[config.mk]
export PLATFORM = sky130hd
export DESIGN_NAME = led_seq_ctrl
export DESIGN_NICKNAME = d
export VERILOG_FILES = /design/src/rtl/led_seq_pkg.sv /design/src/rtl/key_debounce.sv /design/src/rtl/led_seq_ctrl.sv
export SDC_FILE = /design/constraint.sdc
export NUM_CORES = 1
export LEC_CHECK = 0
export ABC_CLOCK_PERIOD_IN_PS = 3500
export CORE_ASPECT_RATIO = 1.4
export CORE_MARGIN = 2
export CORE_UTILIZATION = 57
export DETAILED_ROUTE_END_ITERATION = 16
export PLACE_DENSITY = 0.83
export SETUP_SLACK_MARGIN = 0.05
export SYNTH_ARGS = -nofsm -noshare
export SYNTH_HDL_FRONTEND = slang
export SYNTH_SLANG_ARGS = --single-unit
export TNS_END_PERCENT = 5
[constraint.sdc]
create_clock -name clk -period 3.5 [get_ports clk]
set_input_delay 0.7 -clock clk [delete_from_list [all_inputs] [get_ports clk]]
set_output_delay 0.7 -clock clk [all_outputs]
set_load 0.03 [all_outputs]
[src/rtl/led_seq_pkg.sv]
// rtl/led_seq_pkg.sv - shared mode, speed and key-index definitions for the LED sequencer
package led_seq_pkg;

  typedef enum logic [1:0] {
    MODE_STATIC = 2'd0,
    MODE_FLOW   = 2'd1,
    MODE_BLINK  = 2'd2
  } mode_e;

  localparam logic [1:0] SPEED_0 = 2'd0;
  localparam logic [1:0] SPEED_1 = 2'd1;
  localparam logic [1:0] SPEED_2 = 2'd2;

  localparam int NUM_KEYS  = 4;
  localparam int KEY_MODE  = 0;
  localparam int KEY_SPEED = 1;
  localparam int KEY_DIR   = 2;
  localparam int KEY_PAUSE = 3;

  function automatic mode_e next_mode(input mode_e m);
    case (m)
      MODE_STATIC: next_mode = MODE_FLOW;
      MODE_FLOW:   next_mode = MODE_BLINK;
      default:     next_mode = MODE_STATIC;
    endcase
  endfunction

  function automatic logic [3:0] entry_led(input mode_e m);
    case (m)
      MODE_FLOW:  entry_led = 4'b0001;
      MODE_BLINK: entry_led = 4'b1111;
      default:    entry_led = 4'b0000;
    endcase
  endfunction

  function automatic logic [1:0] next_speed(input logic [1:0] s);
    next_speed = (s == SPEED_2) ? SPEED_0 : s + 2'd1;
  endfunction

endpackage

[src/rtl/key_debounce.sv]
// rtl/key_debounce.sv - per-key synchronizer, falling-edge detect and press qualification
module key_debounce #(
  parameter int DEBOUNCE_CYC = 1_000_000
) (
  input  logic clk,
  input  logic rstn,
  input  logic key,
  output logic confirm
);

  localparam int CW = $clog2(DEBOUNCE_CYC + 1);

  logic          s0;
  logic          s1;
  logic [CW-1:0] cnt;
  logic          fall;

  assign fall = ~s0 & s1;

  always_ff @(posedge clk or negedge rstn) begin
    if (!rstn) begin
      s0  <= 1'b1;
      s1  <= 1'b1;
      cnt <= '0;
    end else begin
      s0 <= key;
      s1 <= s0;
      // a fresh edge restarts the window so bounces only delay qualification
      if (fall)
        cnt <= CW'(DEBOUNCE_CYC);
      else if (cnt != '0)
        cnt <= cnt - CW'(1);
    end
  end

  assign confirm = (cnt == CW'(1)) & ~s0;

endmodule

[src/rtl/led_seq_ctrl.sv]
// rtl/led_seq_ctrl.sv - key arbiter, mode/pattern FSM and step timer driving four LEDs
module led_seq_ctrl
  import led_seq_pkg::*;
#(
  parameter int DEBOUNCE_CYC = 1_000_000,
  parameter int STEP_CYC     = 50_000_000
) (
  input  logic       clk,
  input  logic       rstn,
  input  logic [3:0] key,
  output logic [3:0] led,
  output logic [1:0] mode,
  output logic       paused
);

  localparam int SW = $clog2(STEP_CYC + 1);

  logic [3:0]    confirm;
  logic [3:0]    pending;
  logic [3:0]    grant;
  logic [1:0]    ptr;
  logic [1:0]    gnt_idx;
  logic [1:0]    idx;
  logic          gnt_valid;
  mode_e         mode_q;
  logic [1:0]    speed;
  logic          dir;
  logic [SW-1:0] step_cnt;
  logic [SW-1:0] period;
  logic          tick;
  logic          step_rst;

  for (genvar i = 0; i < NUM_KEYS; i++) begin : g_key
    key_debounce #(.DEBOUNCE_CYC(DEBOUNCE_CYC)) u_key_debounce (
      .clk     (clk),
      .rstn    (rstn),
      .key     (key[i]),
      .confirm (confirm[i])
    );
  end

  always_comb begin
    grant     = '0;
    gnt_valid = 1'b0;
    gnt_idx   = '0;
    idx       = '0;
    for (int k = 0; k < NUM_KEYS; k++) begin
      idx = ptr + 2'(k);
      if (!gnt_valid && pending[idx]) begin
        gnt_valid    = 1'b1;
        gnt_idx      = idx;
        grant[idx]   = 1'b1;
      end
    end
  end

  // a confirm arriving with its own grant re-arms the bit rather than being lost
  always_ff @(posedge clk or negedge rstn) begin
    if (!rstn) begin
      pending <= '0;
      ptr     <= '0;
    end else begin
      pending <= (pending & ~grant) | confirm;
      if (gnt_valid)
        ptr <= gnt_idx + 2'd1;
    end
  end

  assign period   = SW'(STEP_CYC >> speed);
  assign tick     = (mode_q != MODE_STATIC) && !paused && (step_cnt == period - SW'(1));
  assign step_rst = grant[KEY_MODE] | grant[KEY_SPEED];

  always_ff @(posedge clk or negedge rstn) begin
    if (!rstn) begin
      mode_q   <= MODE_STATIC;
      speed    <= SPEED_0;
      dir      <= 1'b0;
      paused   <= 1'b0;
      step_cnt <= '0;
      led      <= 4'b0000;
    end else begin
      if (grant[KEY_MODE]) begin
        mode_q <= next_mode(mode_q);
        led    <= entry_led(next_mode(mode_q));
        paused <= 1'b0;
      end else if (tick && !grant[KEY_SPEED]) begin
        case (mode_q)
          MODE_FLOW:  led <= dir ? {led[0], led[3:1]} : {led[2:0], led[3]};
          MODE_BLINK: led <= ~led;
          default:    led <= led;
        endcase
      end

      if (grant[KEY_SPEED])
        speed <= next_speed(speed);
      if (grant[KEY_DIR])
        dir <= ~dir;
      if (grant[KEY_PAUSE] && (mode_q != MODE_STATIC))
        paused <= ~paused;

      if ((mode_q == MODE_STATIC) || step_rst)
        step_cnt <= '0;
      else if (paused)
        step_cnt <= step_cnt;
      else if (tick)
        step_cnt <= '0;
      else
        step_cnt <= step_cnt + SW'(1);
    end
  end

  assign mode = mode_q;

endmodule

==> impl_metrics.csv <==
group,metric,value,unit
status,status,"complete, no violations",
cells_and_area,multi_input_area,0.003941,mm2
timing,relSlewSlack,33.20,%
place,detailed_place_hpwl,10770,um
global_route,grt_pass1_vias,6172,
clock_tree,post_cts_resized,0,
cells_and_area,nets,851,
yosys,synth_cell_types,63,
clock_tree,cts-root-buf,"clkbuf_16",
worst_setup_path,critPathArrivalTime,3.57,ns
timing,rsz0062_at_grt,"no",
clock_tree,clkTransAtPathRegs,0.06,ns
power_and_ir_drop,power.density,537.5,mW/mm2
yosys,synthesis.nets,833,
yosys,async_flop_share,100.0,%
drt,dr.first_iter.drc_count,341,
cells_and_area,syn2layout_area_growth,12.93,%
worst_hold_path,hp-class,"in2async",
job,cap_violations,0,
yosys,synth_top_area_cell,"dfrtp_1",
power_and_ir_drop,seq_power_share,41.7,%
worst_setup_path,ff2ff_path_depth,9,
drt,drc,0,
timing,worst_clock_skew,0.01496,ns
cells_and_area,drive_gt1_share,9.739,%
cells_and_area,final_cell_mix,"122 x dfrtp_1, 99 x nor2_1, 96 x nand2_1, 42 x xnor2_1, 41 x a21oi_1",
global_route,grt_pass1_wl,28580,um
power_and_ir_drop,power_frac_clock,41.7,%
yosys,yosys_warnings,0,
timing,hold_viol_final,0,
floorplan,chipWidth,100.2,um
timing,setup_viol,0,
clock_tree,cts_sinks,130,
drt,vias,6166,
clock_tree,cts_buffers,17,
yosys,syn-cell-area,0.007382,mm2
timing,fin_crit_sh,92.45,%
clock_tree,cts_buffer_depth,2,
drt,vias_per_cell,6.197,
timing,setup_tns,0,ns
timing,worst_slew_pin_slew,0.9999,ns
power_and_ir_drop,switching_share,29.02,%
clock_tree,htreeDepth,4,
yosys,synth.top_cell.area_share,41.36,%
cells_and_area,fillCellCount,1005,
worst_setup_path,r2r_end,"step_cnt[4]$_DFFE_PN0P_",
yosys,synth_flop_cell,"dfrtp_1",
drt,wl_per_cell,16.37,um
timing,fmax,309.0,MHz
clock_tree,cts_hold_buffers,0,
worst_setup_path,setup.worst_path.class,"reg2reg",
drt,wl,16290,um
power_and_ir_drop,combPwrFrac,16.5,%
floorplan,start_util,57.89,%
yosys,yosysSeqAreaShare,44.20,%
floorplan,num_rows,49,
place,io_buffers,12,
yosys,yosys-top-cells-area,"dfrtp_1 41%, nor2_1 5.0%, xnor2_1 5.0%",
floorplan,dieArea,0.01389,mm2
drt,first_pass_iters,6,
floorplan,die_y,138.7,um
floorplan,io_pins,13,
worst_setup_path,regToRegStartpoint,"ptr[1]$_DFFE_PN0P_",
place,routabilityCongestion,0.8855,
drt,antenna_left,0,
worst_setup_path,start_kind,"flip-flop",
worst_setup_path,crit_fanout,12,
power_and_ir_drop,leakage,3.370,nW
timing,period_minus_slack,3.236,ns
clock_tree,cts_tree,"done",
timing,maxSlewViolCount,0,
global_route,grt_usage,25.10,%
yosys,synthCells,811,
global_route,grt_max_degree,74,
global_route,grt.overflow.total,0,
cells_and_area,final_common_cell,"dfrtp_1",
yosys,synth-edff-count,0,
yosys,synth_seq_cells,130,
place,postPlaceCellArea,0.007710,mm2
worst_setup_path,critPathCaptureType,"flip-flop",
cells_and_area,num_antenna_cells,0,
yosys,avgSynthCellArea,9.102,um2
power_and_ir_drop,switchingPower,1.300,mW
worst_setup_path,rrSetupSlack,0.26,ns
floorplan,core-area,0.01275,mm2
clock_tree,clkLatencyLatePin,0.42,ns
power_and_ir_drop,internal-power,3.181,mW
cells_and_area,seq_area,0.003263,mm2
power_and_ir_drop,ir_drop,310.8,uV
global_route,grt_antenna_before_repair,0,
cells_and_area,final_area,0.008337,mm2
worst_setup_path,worstPathRequired,3.84,ns
clock_tree,cts_setup_buffers,0,
## metal layers
metal  global-route usage (%)  up-vias  part of all wire, %
met2                    41.79      143                   52
li1                         -     2939                    -
met5                        0        -                    0
met3                    5.091       37                  3.3
met4                    10.38        0                  2.6
met1                    31.68     3047                   42
## kinds of logic after synthesis
family / count (synthesis) / share of synthesized area, %
multiplexers: 23 / 3.559
AND/OR/NAND/NOR: 396 / 27.39
XOR/XNOR: 59 / 7.000
adder cells (fa/ha/maj): 16 / 2.712
buffers and inverters: 46 / 2.407
AO/OA/AOI/OAI: 141 / 12.73
flip-flops: 130 / 44.20
## cell usage after synthesis, drive strengths merged, types with 4 or more instances
cell    count
o21ai      30
dfrtp     122
o211ai      5
a31oi      13
nor3b       7
or4        10
nor3       29
xnor2      42
nand4b      9
or3        20
and3       11
nor2       99
nand3b      5
nor2b      13
xor2       17
and2        4
a22oi       6
mux2        6
a211oi      5
o31ai      12
clkbuf     25
nand4      15
nand2b     17
o22ai       5
ha         16
or2         6
inv        18
nand3      27
dfstp       8
mux2i      15
nand2      96
nor4       18
a21oi      41
## layout make-up
type                            instances  area share (%)
Sequential cell                       130           39.14
Multi-Input combinational cell        635           47.28
Clock buffer                           19           5.433
Inverter                               18          0.8104
Tap cell                              153           2.296
Clock inverter                         13           2.086
Timing Repair Buffer                   27           2.957
## sequential cells by signal (all words and copies together) (netlist names)
name and flops:
paused 1, dir 1, led 4, ptr 2, g_key.u_key_debounce.s0 4, step_cnt 26, g_key.u_key_debounce.s1 4, speed 2
pending 4, mode 2, g_key.u_key_debounce.cnt 80
## worst max-delay path by stage
stage                        from                  endpoint  cells past startpoint
4_1_cts        ptr[1]$_DFFE_PN0P_  step_cnt[21]$_DFFE_PN0P_                      9
5_1_grt        ptr[1]$_DFFE_PN0P_  step_cnt[25]$_DFFE_PN0P_                      9
3_5_place_dp   ptr[1]$_DFFE_PN0P_  step_cnt[21]$_DFFE_PN0P_                      9
2_1_floorplan  ptr[0]$_DFFE_PN0P_  step_cnt[16]$_DFFE_PN0P_                     12
3_3_place_gp   ptr[1]$_DFFE_PN0P_  step_cnt[25]$_DFFE_PN0P_                      9
6_report       ptr[1]$_DFFE_PN0P_   step_cnt[4]$_DFFE_PN0P_                      9
## power by group through the flow
stage | Clock [mW] | Combinational (mW) | Sequential [mW]
2_1_floorplan | 0 | 0.558 | 1.86
3_5_place_dp | 0 | 0.722 | 1.89
3_3_place_gp | 0 | 0.704 | 1.88
5_1_grt | 1.96 | 0.847 | 1.90
6_report | 1.87 | 0.741 | 1.87
4_1_cts | 1.89 | 0.747 | 1.87
## stage by stage
stage                     hold slack (ns)  power, mW  instances  util (%)  setup slack (ns)
final                              0.2865      4.481        995     65.37            0.2643
after global placement             0.3731      2.586        963     60.46            0.3834
after floorplan                    0.3621      2.414        811         -            0.1182
after global routing               0.3325      4.709        995     65.37           0.07064
after CTS                          0.3177      4.509        995     65.37            0.2908
after detailed placement           0.3738      2.612        963     60.46            0.2978
## worst max-delay path, cell delays in order (launching register included)
cell and delay, ns:
dfrtp_1 0.34, inv_1 0.12, ha_1 0.34, mux4_2 0.63, nand2_1 0.13, a21oi_1 0.10, a2111oi_4 0.61, nand3_1 0.42
buf_4 0.30, a21oi_1 0.15
(Power assumes the default switching activity.)
